[config.mk]
export PLATFORM = sky130hd
export DESIGN_NAME = rr_prio_arbiter
export DESIGN_NICKNAME = d
export VERILOG_FILES = /design/src/rtl/rr_prio_arbiter.sv
export SDC_FILE = /design/constraint.sdc
export NUM_CORES = 1
export LEC_CHECK = 0
export BUFFER_PORTS_ARGS = -buffer_cell sky130_fd_sc_hd__clkbuf_2
export CORE_ASPECT_RATIO = 1.1
export CORE_MARGIN = 3
export CORE_UTILIZATION = 56
export CTS_CLUSTER_SIZE = 14
export DETAILED_ROUTE_END_ITERATION = 12
export GPL_ROUTABILITY_DRIVEN = 0
export PLACE_DENSITY = 0.91
export SYNTH_ARGS = -nofsm -noshare
export SYNTH_HDL_FRONTEND = slang
export SYNTH_SLANG_ARGS = --single-unit
[constraint.sdc]
create_clock -name clk -period 3.9 [get_ports clk]
set_input_delay 0.195 -clock clk [delete_from_list [all_inputs] [get_ports clk]]
set_output_delay 0.195 -clock clk [all_outputs]
set_load 0.05 [all_outputs]
[src/rtl/rr_prio_arbiter.sv]
// -----------------------------------------------------------------------------
// rr_prio_arbiter
//
// Registered round-robin priority arbiter with a valid/ready grant handshake.
// N requesters compete for one shared resource. The pointer marks the index
// with the highest priority. The search runs downward from the pointer and
// wraps from 0 to N-1. Each accepted grant moves the pointer to just below the
// winner, so the winner becomes lowest priority and no requester starves.
// Out of reset the pointer is N-1, so the arbiter first behaves like a fixed
// MSB-first priority encoder.
//
// Optional feature macro: RR_ARB_LOCK_EN
//   When defined, a `lock` input exists. An accept with lock=1 holds the
//   current grant (same index, pointer unchanged) for multi-beat bursts.
//
// Ports:
//   clk        in   1     rising-edge clock
//   rst_n      in   1     asynchronous active-low reset
//   req        in   N     request vector, bit i = requester i
//   gnt_ready  in   1     consumer accepts the presented grant
//   lock       in   1     (RR_ARB_LOCK_EN only) keep grant across accept
//   gnt_valid  out  1     grant presented
//   gnt_idx    out  IDXW  binary index of the granted requester (0 when idle)
//   gnt_onehot out  N     one-hot form of gnt_idx (0 when idle)
// -----------------------------------------------------------------------------
module rr_prio_arbiter #(
  parameter  int N    = 8,
  localparam int IDXW = (N > 1) ? $clog2(N) : 1
) (
  input  logic            clk,
  input  logic            rst_n,
  input  logic [N-1:0]    req,
  input  logic            gnt_ready,
`ifdef RR_ARB_LOCK_EN
  input  logic            lock,
`endif
  output logic            gnt_valid,
  output logic [IDXW-1:0] gnt_idx,
  output logic [N-1:0]    gnt_onehot
);

  typedef enum logic {
    IDLE  = 1'b0,
    GRANT = 1'b1
  } state_e;

  localparam logic [IDXW-1:0] IDX_ZERO = {IDXW{1'b0}};
  localparam logic [IDXW-1:0] IDX_ONE  = IDXW'(1);
  localparam logic [IDXW-1:0] IDX_LAST = IDXW'(N - 1);
  localparam logic [N-1:0]    VEC_ZERO = {N{1'b0}};

  // Search order ptr, ptr-1, ..., 0, N-1, ..., ptr+1. The modulo keeps the
  // wrap inside 0..N-1 even when N is not a power of two.
  // Returns {found, winner_index}.
  function automatic logic [IDXW:0] arbitrate(input logic [N-1:0] r,
                                               input logic [IDXW-1:0] p);
    logic            found;
    logic            hit;
    logic [IDXW-1:0] win;
    logic [IDXW-1:0] cand;
    int              j;
    found = 1'b0;
    win   = IDX_ZERO;
    for (int k = 0; k < N; k++) begin
      j     = (int'(p) - k + N) % N;
      cand  = j[IDXW-1:0];
      hit   = r[cand] & ~found;
      win   = hit ? cand : win;
      found = found | r[cand];
    end
    return {found, win};
  endfunction

  function automatic logic [N-1:0] to_onehot(input logic [IDXW-1:0] idx);
    logic [N-1:0] base;
    base = {{(N-1){1'b0}}, 1'b1};
    return base << idx;
  endfunction

  state_e          state_q, state_d;
  logic [IDXW-1:0] ptr_q, ptr_d;
  logic            gnt_valid_q, gnt_valid_d;
  logic [IDXW-1:0] gnt_idx_q, gnt_idx_d;
  logic [N-1:0]    gnt_onehot_q, gnt_onehot_d;

  logic            lock_s;
  logic [IDXW-1:0] ptr_next_s;
  logic [IDXW:0]   arb_idle_s;
  logic [IDXW:0]   arb_acc_s;

`ifdef RR_ARB_LOCK_EN
  assign lock_s = lock;
`else
  assign lock_s = 1'b0;
`endif

  // Next-state, pointer and registered-output computation.
  always_comb begin
    state_d      = state_q;
    ptr_d        = ptr_q;
    gnt_valid_d  = gnt_valid_q;
    gnt_idx_d    = gnt_idx_q;
    gnt_onehot_d = gnt_onehot_q;

    // Pointer after accepting the current winner: one below it, 0 wraps to N-1.
    ptr_next_s = (gnt_idx_q == IDX_ZERO) ? IDX_LAST : (gnt_idx_q - IDX_ONE);
    arb_idle_s = arbitrate(req, ptr_q);
    // Re-arbitration on accept uses the updated pointer so there is no bubble.
    arb_acc_s  = arbitrate(req, ptr_next_s);

    case (state_q)
      IDLE: begin
        if (arb_idle_s[IDXW]) begin
          state_d      = GRANT;
          gnt_valid_d  = 1'b1;
          gnt_idx_d    = arb_idle_s[IDXW-1:0];
          gnt_onehot_d = to_onehot(arb_idle_s[IDXW-1:0]);
        end else begin
          state_d      = IDLE;
          gnt_valid_d  = 1'b0;
          gnt_idx_d    = IDX_ZERO;
          gnt_onehot_d = VEC_ZERO;
        end
      end
      GRANT: begin
        if (gnt_ready && !lock_s) begin
          ptr_d = ptr_next_s;
          if (arb_acc_s[IDXW]) begin
            state_d      = GRANT;
            gnt_valid_d  = 1'b1;
            gnt_idx_d    = arb_acc_s[IDXW-1:0];
            gnt_onehot_d = to_onehot(arb_acc_s[IDXW-1:0]);
          end else begin
            state_d      = IDLE;
            gnt_valid_d  = 1'b0;
            gnt_idx_d    = IDX_ZERO;
            gnt_onehot_d = VEC_ZERO;
          end
        end else begin
          // Stalled or locked: grant is sticky, req is ignored.
          state_d      = GRANT;
          gnt_valid_d  = gnt_valid_q;
          gnt_idx_d    = gnt_idx_q;
          gnt_onehot_d = gnt_onehot_q;
        end
      end
      default: begin
        state_d      = IDLE;
        ptr_d        = IDX_LAST;
        gnt_valid_d  = 1'b0;
        gnt_idx_d    = IDX_ZERO;
        gnt_onehot_d = VEC_ZERO;
      end
    endcase
  end

  // FSM state, pointer and output registers.
  always_ff @(posedge clk or negedge rst_n) begin
    if (!rst_n) begin
      state_q      <= IDLE;
      ptr_q        <= IDX_LAST;
      gnt_valid_q  <= 1'b0;
      gnt_idx_q    <= IDX_ZERO;
      gnt_onehot_q <= VEC_ZERO;
    end else begin
      state_q      <= state_d;
      ptr_q        <= ptr_d;
      gnt_valid_q  <= gnt_valid_d;
      gnt_idx_q    <= gnt_idx_d;
      gnt_onehot_q <= gnt_onehot_d;
    end
  end

  assign gnt_valid  = gnt_valid_q;
  assign gnt_idx    = gnt_idx_q;
  assign gnt_onehot = gnt_onehot_q;

endmodule
==> out/qor_table.md, run 1 <==
| Quantity | Value |
|:---|:---|
| Result of the run | completed |
| Largest net degree at the start of global routing | 18 |
| Cells after Synth | 305 |
| Critical path buffers and inverters | 1 |
| Diode count | 0 |
| Slew Viols, Final | 0 |
| Die height | 78.4 µm |
| Worst stage delay on the critical path | 0.68 ns |
| Required time at the worst-slack endpoint | 4.01 ns |
| Top-count cell post-synth | sky130_fd_sc_hd__nor2_1 |
| Total half-perimeter wirelength after legalization and detailed placement | 5360 µm |
| Area of the mapped netlist | 2670 µm² |
| Max-capacitance violation count | 0 |
| Minimum setup slack after placement | 0.182 ns |
| Cell family with the largest share of critical-path delay | simple AND/OR/NAND/NOR gates |
| DRT Wirelength | 7110 µm |
| Starting Density | 60.1% |
| Data arrival time of the critical path | 3.88 ns |
| Clock sink count | 16 |
| Timing-limited maximum frequency | 265 MHz |
| Dominant synthesized flop cell | sky130_fd_sc_hd__dfrtp_1 |
| Total Die Area | 5640 µm² |
| # Post-CTS Setup Buffers | 0 |
| Flip-flop and latch count after synthesis | 16 |
| Worst slew margin relative to its limit | 42.5% |
| Crit path max-delay cell type | sky130_fd_sc_hd__dfstp_2 |
| Max H-tree Level | 1 |
| Cell type with the highest aggregate area in the netlist | sky130_fd_sc_hd__mux4_2 |
| Signed area change from the synthesized netlist to the final layout | 8.20% |
| CTS tree | yes |
| Synth Warn # | 0 |
| Adder-Cell Fraction of Synth Area | 2.34% |
| Multiplexer fraction of the synthesized cell area | 27.6% |
| Transition time at the pin with the least slew margin | 0.860 ns |
| Clock-pin transition on the worst setup and hold timing paths | 0.06 ns |
| Initial antenna violation count | 0 |
| Worst setup path class | flip-flop to flip-flop |
| # setup viols final | 0 |
| Top area cells in the synthesized netlist | sky130_fd_sc_hd__mux4_2 (13%), sky130_fd_sc_hd__dfrtp_1 (12%), sky130_fd_sc_hd__mux2i_1 (6.0%) |
| DRC violation count after routing | 0 |
| Share of async-settable or async-resettable flops after synthesis | 100% |
| DR WL/cell | 19.0 µm |
| Number of top-level pins | 23 |
| TritonCTS Buffers | 3 |
| DRC marker count from the first detailed-route iteration | 348 |
| Largest clock skew in the final design | 0.00389 ns |
| Final Cycle Share | 96.8% |
| Number of library cell types mapped by synthesis | 73 |
| Largest family of logic cells by synthesized area | multiplexers |
| Critical path startpoint category | flip-flop |
| Crit Path Max Fanout | 12 |
| Compound-Gate Fraction of Synth Area | 26.4% |
| Total global routing track utilization | 25.2% |
| Worst hold-check path type | input port to flip-flop |
| Clk_lat worst skew | 0.25 ns |
| Nets in the synthesized netlist | 321 |
| Row Count | 25 |
| Antenna viol nets, final | 0 |
| # nets final | 338 |
| Cell chosen for the clock root | sky130_fd_sc_hd__clkbuf_8 |
| Post-synth top cells | sky130_fd_sc_hd__nor2_1 (27), sky130_fd_sc_hd__nand2_1 (26), sky130_fd_sc_hd__mux2i_1 (16), sky130_fd_sc_hd__mux4_2 (16), sky130_fd_sc_hd__a21oi_1 (15) |
| Buffers added on ports | 22 |
| XOR/XNOR share of the synthesized area | 3.47% |
| Sequential cell area fraction in the yosys report | 15.1% |
| Total congestion overflow after global routing | 0 |
| Via count | 2,646 |
| Fraction of layout instances using a drive strength above 1 | 27.1% |
| Critical path endpoint category | flip-flop |
| Pre-antenna DRT Iters | 5 |
| Core area | 4440 µm² |
| First-pass GRT wire length | 11,600 µm |
| Average via count per standard cell | 7.06 |
| Maximum count of clock buffers along a single path | 2 |
| Final worst-path setup slack | 0.125 ns |
| Die span in x | 71.9 µm |
| Number of flops mapped to enable cells by yosys | 0 |
| Average size of a mapped cell | 8.76 µm² |
| Time the worst path needs with I/O delays and setup | 3.77 ns |
| Final number of hold-violating endpoints | 0 |
| CP cell instances | inv_1, ha_2, mux4_2, mux2i_1, nor4b_1, and2_1, a21o_1, and4b_1, a22oi_1, o31ai_2 |
| Number of global-route vias before repair | 2,375 |
| Share of the synthesized area in the top cell type | 13.5% |
| Area fraction in and, or, nand and nor cells after synthesis | 20.1% |
## metrics by stage
stage	instance area, µm²	setup TNS (ns)	instances	hold WS, ns	util (%)
2_1_floorplan	2670	0	305	-0.101	-
5_1_grt	2890	-0.226	375	0.390	65.1
4_1_cts	2880	0	375	0.368	64.8
3_3_place_gp	2820	0	370	0.124	63.4
3_5_place_dp	2820	0	370	0.128	63.4
6_report	2890	0	375	0.355	65.1
## worst paths after layout
| path | startpoint | to | slack (ns) | depth (start not counted) |
|---|---|---|---|---|
| min in group asynchronous | rst_n | gnt_onehot[6] | 0.40 | 2 |
| setup reg to reg | ptr_q[1] | gnt_onehot[7] | 0.13 | 10 |
| setup / recovery | ptr_q[1] | gnt_onehot[7] | 0.13 | 10 |
| hold / removal | gnt_ready | ptr_q[2] | 0.36 | 3 |
| max in group asynchronous | rst_n | ptr_q[1] | 3.19 | 2 |
| hold reg to reg | gnt_valid | gnt_valid | 0.51 | 1 |
## cells in the final DEF (no fill, tap or decap), types with 2 or more instances in the layout
cell,n
sky130_fd_sc_hd__and2_1,5
sky130_fd_sc_hd__nand3_1,6
sky130_fd_sc_hd__o211ai_1,3
sky130_fd_sc_hd__nor2_1,27
sky130_fd_sc_hd__a211oi_1,4
sky130_fd_sc_hd__ha_1,4
sky130_fd_sc_hd__xnor2_1,2
sky130_fd_sc_hd__clkbuf_2,22
sky130_fd_sc_hd__o31ai_1,7
sky130_fd_sc_hd__a22oi_1,10
sky130_fd_sc_hd__nor3_1,5
sky130_fd_sc_hd__clkbuf_8,4
sky130_fd_sc_hd__o21ai_0,11
sky130_fd_sc_hd__a221oi_1,2
sky130_fd_sc_hd__and4b_1,3
sky130_fd_sc_hd__o221ai_1,2
sky130_fd_sc_hd__buf_4,7
sky130_fd_sc_hd__nand2_1,26
sky130_fd_sc_hd__mux2_2,14
sky130_fd_sc_hd__inv_1,12
sky130_fd_sc_hd__nand2b_1,10
sky130_fd_sc_hd__xnor2_2,2
sky130_fd_sc_hd__a21o_1,5
sky130_fd_sc_hd__o31ai_2,2
sky130_fd_sc_hd__nor4_1,3
sky130_fd_sc_hd__xor2_1,3
sky130_fd_sc_hd__or3_1,3
sky130_fd_sc_hd__dfstp_2,3
sky130_fd_sc_hd__mux2i_1,16
sky130_fd_sc_hd__mux4_2,16
sky130_fd_sc_hd__a21oi_1,15
sky130_fd_sc_hd__a221o_1,3
sky130_fd_sc_hd__dfrtp_1,12
sky130_fd_sc_hd__o22ai_1,7
sky130_fd_sc_hd__mux2_1,2
sky130_fd_sc_hd__a31oi_1,3
## final cells by class
cell class,count,area [µm²]
Sequential cell,16,405
Multi-Input combinational cell,259,2140
Timing Repair Buffer,30,173
Inverter,12,45.0
Fill cell,364,1550
Tap cell,54,67.6
Clock buffer,4,55.1
## timing repair
action / 4_1_cts / 5_1_grt
hold buffers: 1 / 0
endpoints found under the setup margin: 0 / 8
hold endpoints to repair: 13 / 0
resized for setup: 0 / 2
## per-layer routing
metal	part of all wire (%)	wire length, µm	vias up	GRT usage, %
li1	-	-	1224	-
met1	41	2900	1278	34.7
met2	51	3630	128	43.2
met3	5.9	419	16	1.66
met4	2.3	163	0	5.83
met5	0	0	-	0
## cell families after synthesis
logic type | Yosys count
adder cells (fa/ha/maj) | 5
multiplexers | 50
flip-flops | 16
AO/OA/AOI/OAI | 94
buffers and inverters | 30
XOR/XNOR | 8
AND/OR/NAND/NOR | 102
## worst register-to-register path, delay by kind of cell (launching register included)
family,cells,cell delay (ns)
AND/OR/NAND/NOR,3,0.93
multiplexers,2,0.82
flip-flops,1,0.68
buffers and inverters,1,0.11
AO/OA/AOI/OAI,3,0.61
adder cells (fa/ha/maj),1,0.49
## flip-flops by register name (all words and copies together) (netlist names)
signal,cells
gnt_onehot,8
gnt_idx,3
ptr_q,3
gnt_valid,1
state_q,1
Power of run 1 is not shown: default switching activity piles up to over one toggle a cycle in this logic, so the estimate is an artifact.
==> run 2: changes to the inputs <==
--- a/config.mk
+++ b/config.mk
@@ -12,6 +12,7 @@
 export CTS_CLUSTER_SIZE = 14
 export DETAILED_ROUTE_END_ITERATION = 12
 export GPL_ROUTABILITY_DRIVEN = 0
+export GPL_TIMING_DRIVEN = 0
 export PLACE_DENSITY = 0.91
 export SYNTH_ARGS = -nofsm -noshare
 export SYNTH_HDL_FRONTEND = slang
==> out/qor_table.md, run 2 (synthesis results as in run 1) <==
| Quantity | Value |
|:---|:---|
| Result of the run | completed |
| Fraction of layout instances using a drive strength above 1 | 29.1% |
| Cell family with the largest share of critical-path delay | multiplexers |
| First-pass GRT wire length | 12,000 µm |
| Data arrival time of the critical path | 3.85 ns |
| Number of global-route vias before repair | 2,582 |
| Critical path buffers and inverters | 3 |
| Clock sink count | 16 |
| Final number of hold-violating endpoints | 0 |
| Total congestion overflow after global routing | 0 |
| Clock-pin transition on the worst setup and hold timing paths | 0.06 ns |
| DRT Wirelength | 7390 µm |
| Required time at the worst-slack endpoint | 4.01 ns |
| Clk_lat worst skew | 0.25 ns |
| Critical path startpoint category | flip-flop |
| Most frequent cells in the layout | sky130_fd_sc_hd__nor2_1 (27), sky130_fd_sc_hd__nand2_1 (26), sky130_fd_sc_hd__clkbuf_2 (22), sky130_fd_sc_hd__mux4_2 (16), sky130_fd_sc_hd__a21oi_1 (15) |
| Number of flip-flops in the largest register | 8 |
| Total non-filler cell area in the finished layout | 3050 µm² |
| Max-capacitance violation count | 0 |
| Final worst-path setup slack | 0.159 ns |
| Worst hold slack across all endpoints | 0.397 ns |
| Total Die Area | 5640 µm² |
| Time the worst path needs with I/O delays and setup | 3.74 ns |
| CP cell instances | clkbuf_4, inv_1, ha_1, buf_4, mux4_2, mux2i_4, nor4b_4, and2_1, a21o_1, and4b_1, a22oi_1, o31ai_2 |
| DR WL/cell | 19.1 µm |
| Worst stage delay on the critical path | 0.57 ns |
| Worst setup path class | flip-flop to flip-flop |
| Die height | 78.4 µm |
| Slew Viols, Final | 0 |
| TritonCTS Buffers | 3 |
| Crit path max-delay cell type | sky130_fd_sc_hd__mux4_2 |
| Most common cell after layout, fill and taps aside | sky130_fd_sc_hd__nor2_1 |
| Starting Density | 60.1% |
| Total global routing track utilization | 25.9% |
| Critical path endpoint category | flip-flop |
| Row Count | 25 |
| Via count | 2,760 |
| Fill cells | 355 |
| Area post-placement | 2850 µm² |
| Worst hold-check path type | input port to async pin |
| Maximum count of clock buffers along a single path | 2 |
| Core area | 4440 µm² |
| Initial antenna violation count | 0 |
| Max H-tree Level | 1 |
| Pre-antenna DRT Iters | 5 |
| Die span in x | 71.9 µm |
| # setup viols final | 0 |
| DRC violation count after routing | 0 |
| Signed area change from the synthesized netlist to the final layout | 14.1% |
| # nets final | 350 |
| Crit Path Max Fanout | 10 |
| Total half-perimeter wirelength after legalization and detailed placement | 5430 µm |
| Cell chosen for the clock root | sky130_fd_sc_hd__clkbuf_8 |
| Number of top-level pins | 23 |
| Largest clock skew in the final design | 0.000558 ns |
| Average via count per standard cell | 7.13 |
| Timing-limited maximum frequency | 267 MHz |
| Transition time at the pin with the least slew margin | 0.685 ns |
| Largest net degree at the start of global routing | 17 |
| DRC marker count from the first detailed-route iteration | 280 |
| Diode count | 0 |
| Minimum setup slack after placement | -0.650 ns |
| Buffers added on ports | 22 |
| Final Cycle Share | 95.9% |
| CTS tree | yes |
| Antenna viol nets, final | 0 |
| Worst slew margin relative to its limit | 54.0% |
## run 2: cell types whose count changed in the layout (fill, tap and decap cells not counted), sizes merged
cell    previous run  this run
clkbuf            26        36
buf                7         9
## run 2: path summary, 6_finish.rpt
kind | start | endpoint | slack [ns] | cells after the start
max | ptr_q[0] | gnt_onehot[7] | 0.16 | 12
min | rst_n | gnt_onehot[2] | 0.40 | 2
max reg2reg | ptr_q[0] | gnt_onehot[7] | 0.16 | 12
min reg2reg | gnt_valid | gnt_valid | 0.49 | 1
max in group asynchronous | rst_n | ptr_q[2] | 3.19 | 2
min in group clk | gnt_ready | gnt_idx[0] | 0.40 | 3
## run 2: layer usage
metal / wire (µm) / part of all wire, % / up-vias / global-route usage (%)
li1: - / - / 1245 / -
met1: 2920 / 40 / 1344 / 32.8
met2: 3850 / 52 / 144 / 45.9
met3: 403 / 5.5 / 27 / 1.28
met4: 214 / 2.9 / 0 / 9.96
met5: 0 / 0 / - / 0
## run 2: layout make-up
cell class | count | area [µm²] | area share [%]
tap | 54 | 67.6 | 2.22
inverter | 12 | 45.0 | 1.48
clock buffer | 4 | 55.1 | 1.81
sequential | 16 | 405 | 13.3
multi-input combinational | 259 | 2240 | 73.4
timing repair buffer | 27 | 150 | 4.92
buffer | 15 | 87.6 | 2.87
## run 2: stage by stage
step	std cells	TNS, ns	util [%]
floorplan	305	0	-
global placement	381	-4.85	64.2
detailed placement	381	-6.44	64.2
CTS	385	0	66.8
global route	387	-0.0403	68.6
finish	387	0	68.6
## run 2: what timing repair did
action | in CTS | in global routing
buffers inserted | 1 | 3
resized for setup | 10 | 13
pin swaps | 0 | 2
endpoints found under the hold margin | 13 | 0
endpoints found under the setup margin | 13 | 12
hold buffers | 1 | 0
Power of run 2 is left out for the same reason.
==> run 3: changes to the inputs <==
--- a/config.mk
+++ b/config.mk
@@ -5,15 +5,16 @@
 export SDC_FILE = /design/constraint.sdc
 export NUM_CORES = 1
 export LEC_CHECK = 0
+export ABC_AREA = 1
 export BUFFER_PORTS_ARGS = -buffer_cell sky130_fd_sc_hd__clkbuf_2
 export CORE_ASPECT_RATIO = 1.1
 export CORE_MARGIN = 3
-export CORE_UTILIZATION = 56
+export CORE_UTILIZATION = 55
 export CTS_CLUSTER_SIZE = 14
 export DETAILED_ROUTE_END_ITERATION = 12
 export GPL_ROUTABILITY_DRIVEN = 0
 export GPL_TIMING_DRIVEN = 0
-export PLACE_DENSITY = 0.91
+export PLACE_DENSITY = 0.9
 export SYNTH_ARGS = -nofsm -noshare
 export SYNTH_HDL_FRONTEND = slang
 export SYNTH_SLANG_ARGS = --single-unit
==> constraint.sdc (replaced) <==
create_clock -name clk -period 3.1 [get_ports clk]
set_input_delay 0.155 -clock clk [delete_from_list [all_inputs] [get_ports clk]]
set_output_delay 0.155 -clock clk [all_outputs]
set_load 0.05 [all_outputs]
==> out/qor_table.md, run 3 <==
| Quantity | Value |
|:---|:---|
| Clk_lat worst skew | 0.25 ns |
| Average via count per standard cell | 5.69 |
| Timing-limited maximum frequency | 344 MHz |
| Transition time at the pin with the least slew margin | 0.486 ns |
| Total global routing track utilization | 26.2% |
| DRC marker count from the first detailed-route iteration | 290 |
| Worst setup path class | flip-flop to flip-flop |
| Core area | 4050 µm² |
| End of the critical path | gnt_onehot[6] |
| Cells after Synth | 413 |
| Met1 Usage GRT | 34.6% |
| Top-count cell post-synth | sky130_fd_sc_hd__nand2_1 |
| Worst hold-check path type | input port to flip-flop |
| CP cell instances | inv_6, ha_4, ha_1, buf_6, xor2_2, nand3_2, nand2_4, nor2_8, nand3_4, nor3_4, nand4_1, a21oi_4, nand2_1, nand2_1, nand2_1, nand2_1 |
| Starting Density | 58.5% |
| Layer with the highest usage after global routing | met2 |
| Nets in the synthesized netlist | 429 |
| First-pass GRT wire length | 10,600 µm |
| Final number of hold-violating endpoints | 0 |
| Pre-antenna DRT Iters | 5 |
| Dominant synthesized flop cell | sky130_fd_sc_hd__dfrtp_1 |
| Final cell count without fillers | 497 |
| Share of the synthesized area in the top cell type | 25.3% |
| Startpoint of the worst register-to-register path | gnt_idx[0] |
| Cell chosen for the clock root | sky130_fd_sc_hd__clkbuf_8 |
| Antenna viol nets, final | 0 |
| Die span in x | 68.6 µm |
| Average size of a mapped cell | 5.74 µm² |
| Number of flops mapped to enable cells by yosys | 0 |
| Critical path endpoint category | flip-flop |
| Number of global-route vias before repair | 2,405 |
| Buffers added on ports | 22 |
| Clock sink count | 16 |
| Most common cell after layout, fill and taps aside | sky130_fd_sc_hd__nand2_1 |
| Post-synth top cells | sky130_fd_sc_hd__nand2_1 (160), sky130_fd_sc_hd__nand3_1 (76), sky130_fd_sc_hd__inv_1 (40) |
| Die height | 74.9 µm |
| Cells after DPL | 487 |
| Total half-perimeter wirelength after legalization and detailed placement | 4950 µm |
| Max H-tree Level | 1 |
| Time the worst path needs with I/O delays and setup | 2.91 ns |
| Crit Path Max Fanout | 10 |
| Reg-to-reg endpoint | gnt_onehot[6] |
| Share of async-settable or async-resettable flops after synthesis | 100% |
| Sequential cell area fraction in the yosys report | 17.0% |
| Required time at the worst-slack endpoint | 3.29 ns |
| Max-capacitance violation count | 0 |
| Initial antenna violation count | 0 |
| Signed area change from the synthesized netlist to the final layout | 16.5% |
| Critical path startpoint category | flip-flop |
| Final Cycle Share | 93.9% |
| Total Die Area | 5140 µm² |
| Largest net degree at the start of global routing | 17 |
| Row Count | 24 |
| Total congestion overflow after global routing | 0 |
| # nets final | 462 |
| Data arrival time of the critical path | 3.10 ns |
| Most frequent cells in the layout | sky130_fd_sc_hd__nand2_1 (157), sky130_fd_sc_hd__nand3_1 (74), sky130_fd_sc_hd__inv_1 (37), sky130_fd_sc_hd__nor2_1 (27), sky130_fd_sc_hd__clkbuf_2 (22) |
| Met3 Resource Use GR | 1.79% |
| Critical Path Start | gnt_idx[0] |
| Cell type with the highest aggregate area in the netlist | sky130_fd_sc_hd__nand2_1 |
| Result of the run | completed |
| Top area cells in the synthesized netlist | sky130_fd_sc_hd__nand2_1 (25%), sky130_fd_sc_hd__nand3_1 (16%), sky130_fd_sc_hd__dfrtp_1 (14%) |
| Worst-case reg-to-reg path depth | 16 |
| Reg-to-reg setup timing slack | 0.19 ns |
| DR WL/cell | 12.9 µm |
| Largest clock skew in the final design | 0.00618 ns |
| Maximum count of clock buffers along a single path | 2 |
| # setup viols final | 0 |
| Crit path max-delay cell type | sky130_fd_sc_hd__dfrtp_2 |
| Routing usage on met2 | 44.8% |
| TritonCTS Buffers | 3 |
| Number of flip-flops in the largest register | 8 |
| Slew Viols, Final | 0 |
| Cell repeated most along the worst path | sky130_fd_sc_hd__nand2_1 |
| Worst stage delay on the critical path | 0.46 ns |
| Number of top-level pins | 23 |
| CTS tree | yes |
| Fraction of layout instances using a drive strength above 1 | 22.0% |
| DRT Wirelength | 6430 µm |
| Number of library cell types mapped by synthesis | 38 |
| Via count | 2,830 |
| Clock-pin transition on the worst setup and hold timing paths | 0.07 ns |
| Synth Warn # | 0 |
| Flip-flop and latch count after synthesis | 16 |
| Diode count | 0 |
| Worst slew margin relative to its limit | 67.3% |
| Area of the mapped netlist | 2370 µm² |
| DRC violation count after routing | 0 |
| Fill cells | 331 |
==> run 3: kinds of logic (layout without fill, tap and decap cells) <==
family,after synthesis,in the layout,share of synthesized area (%)
simple gates,300,300,58.9
buf+inv,55,87,9.81
compound gates,28,28,7.70
flops,16,16,17.0
xor+xnor,9,9,3.96
fa+ha+maj,5,5,2.64
==> run 3: what timing repair did <==
| action | 4_1_cts | 5_1_grt |
|---|---|---|
| endpoints found under the setup margin | 9 | 12 |
| endpoints found under the hold margin | 13 | 0 |
| gates resized for setup | 4 | 25 |
| pin swaps | 0 | 5 |
| hold buffers | 1 | 0 |
| setup buffers | 0 | 5 |
==> run 3: worst max-delay path, delay by kind of cell (launching register included) <==
kind / cells / cell delay, ns
AOI/OAI and AO/OA: 1 / 0.26
xor gates and xnor gates: 1 / 0.19
adders and majority gates: 2 / 0.43
buffers and inverters: 2 / 0.29
DFF: 1 / 0.46
and+or+nand+nor: 10 / 1.20
==> run 3: final cells by class <==
class,count,area (µm²),share of cell area [%]
multi-input cells,342,1850,66.8
clock buffers,4,45.0,1.63
repair buffers,28,158,5.71
inverters,47,184,6.66
plain buffers,8,60.1,2.17
flip-flops and latches,16,405,14.7
well taps,52,65.1,2.36
==> run 3: worst min-delay path by stage <==
stage	slack, ns	startpoint	depth (start not counted)	endpoint
2_1_floorplan	-0.14	rst_n	0	gnt_idx[0]
3_3_place_gp	0.09	rst_n	1	gnt_onehot[4]
3_5_place_dp	0.09	rst_n	1	gnt_onehot[4]
4_1_cts	0.26	gnt_ready	3	ptr_q[1]
5_1_grt	0.31	gnt_ready	3	ptr_q[1]
6_report	0.28	gnt_ready	3	ptr_q[1]
==> run 3: metrics by stage <==
step	utilization [%]	hold WS (ns)	setup TNS (ns)	setup slack [ns]	instance area (µm²)
after floorplan	-	-0.141	0	0.0759	2370
after global placement	62.8	0.0909	0	0.0156	2550
after detailed placement	62.8	0.0939	-0.116	-0.0374	2550
after CTS	64.3	0.264	0	0.0219	2610
after global routing	68.1	0.310	-0.0379	-0.0138	2760
final	68.1	0.277	0	0.190	2760
==> run 3: per-layer routing <==
metal | up-vias | part of all wire (%)
li1 | 1398 | -
met1 | 1288 | 41
met2 | 126 | 51
met3 | 18 | 6.0
met4 | 0 | 2.2
met5 | - | 0
Power of run 3 is left out for the same reason.
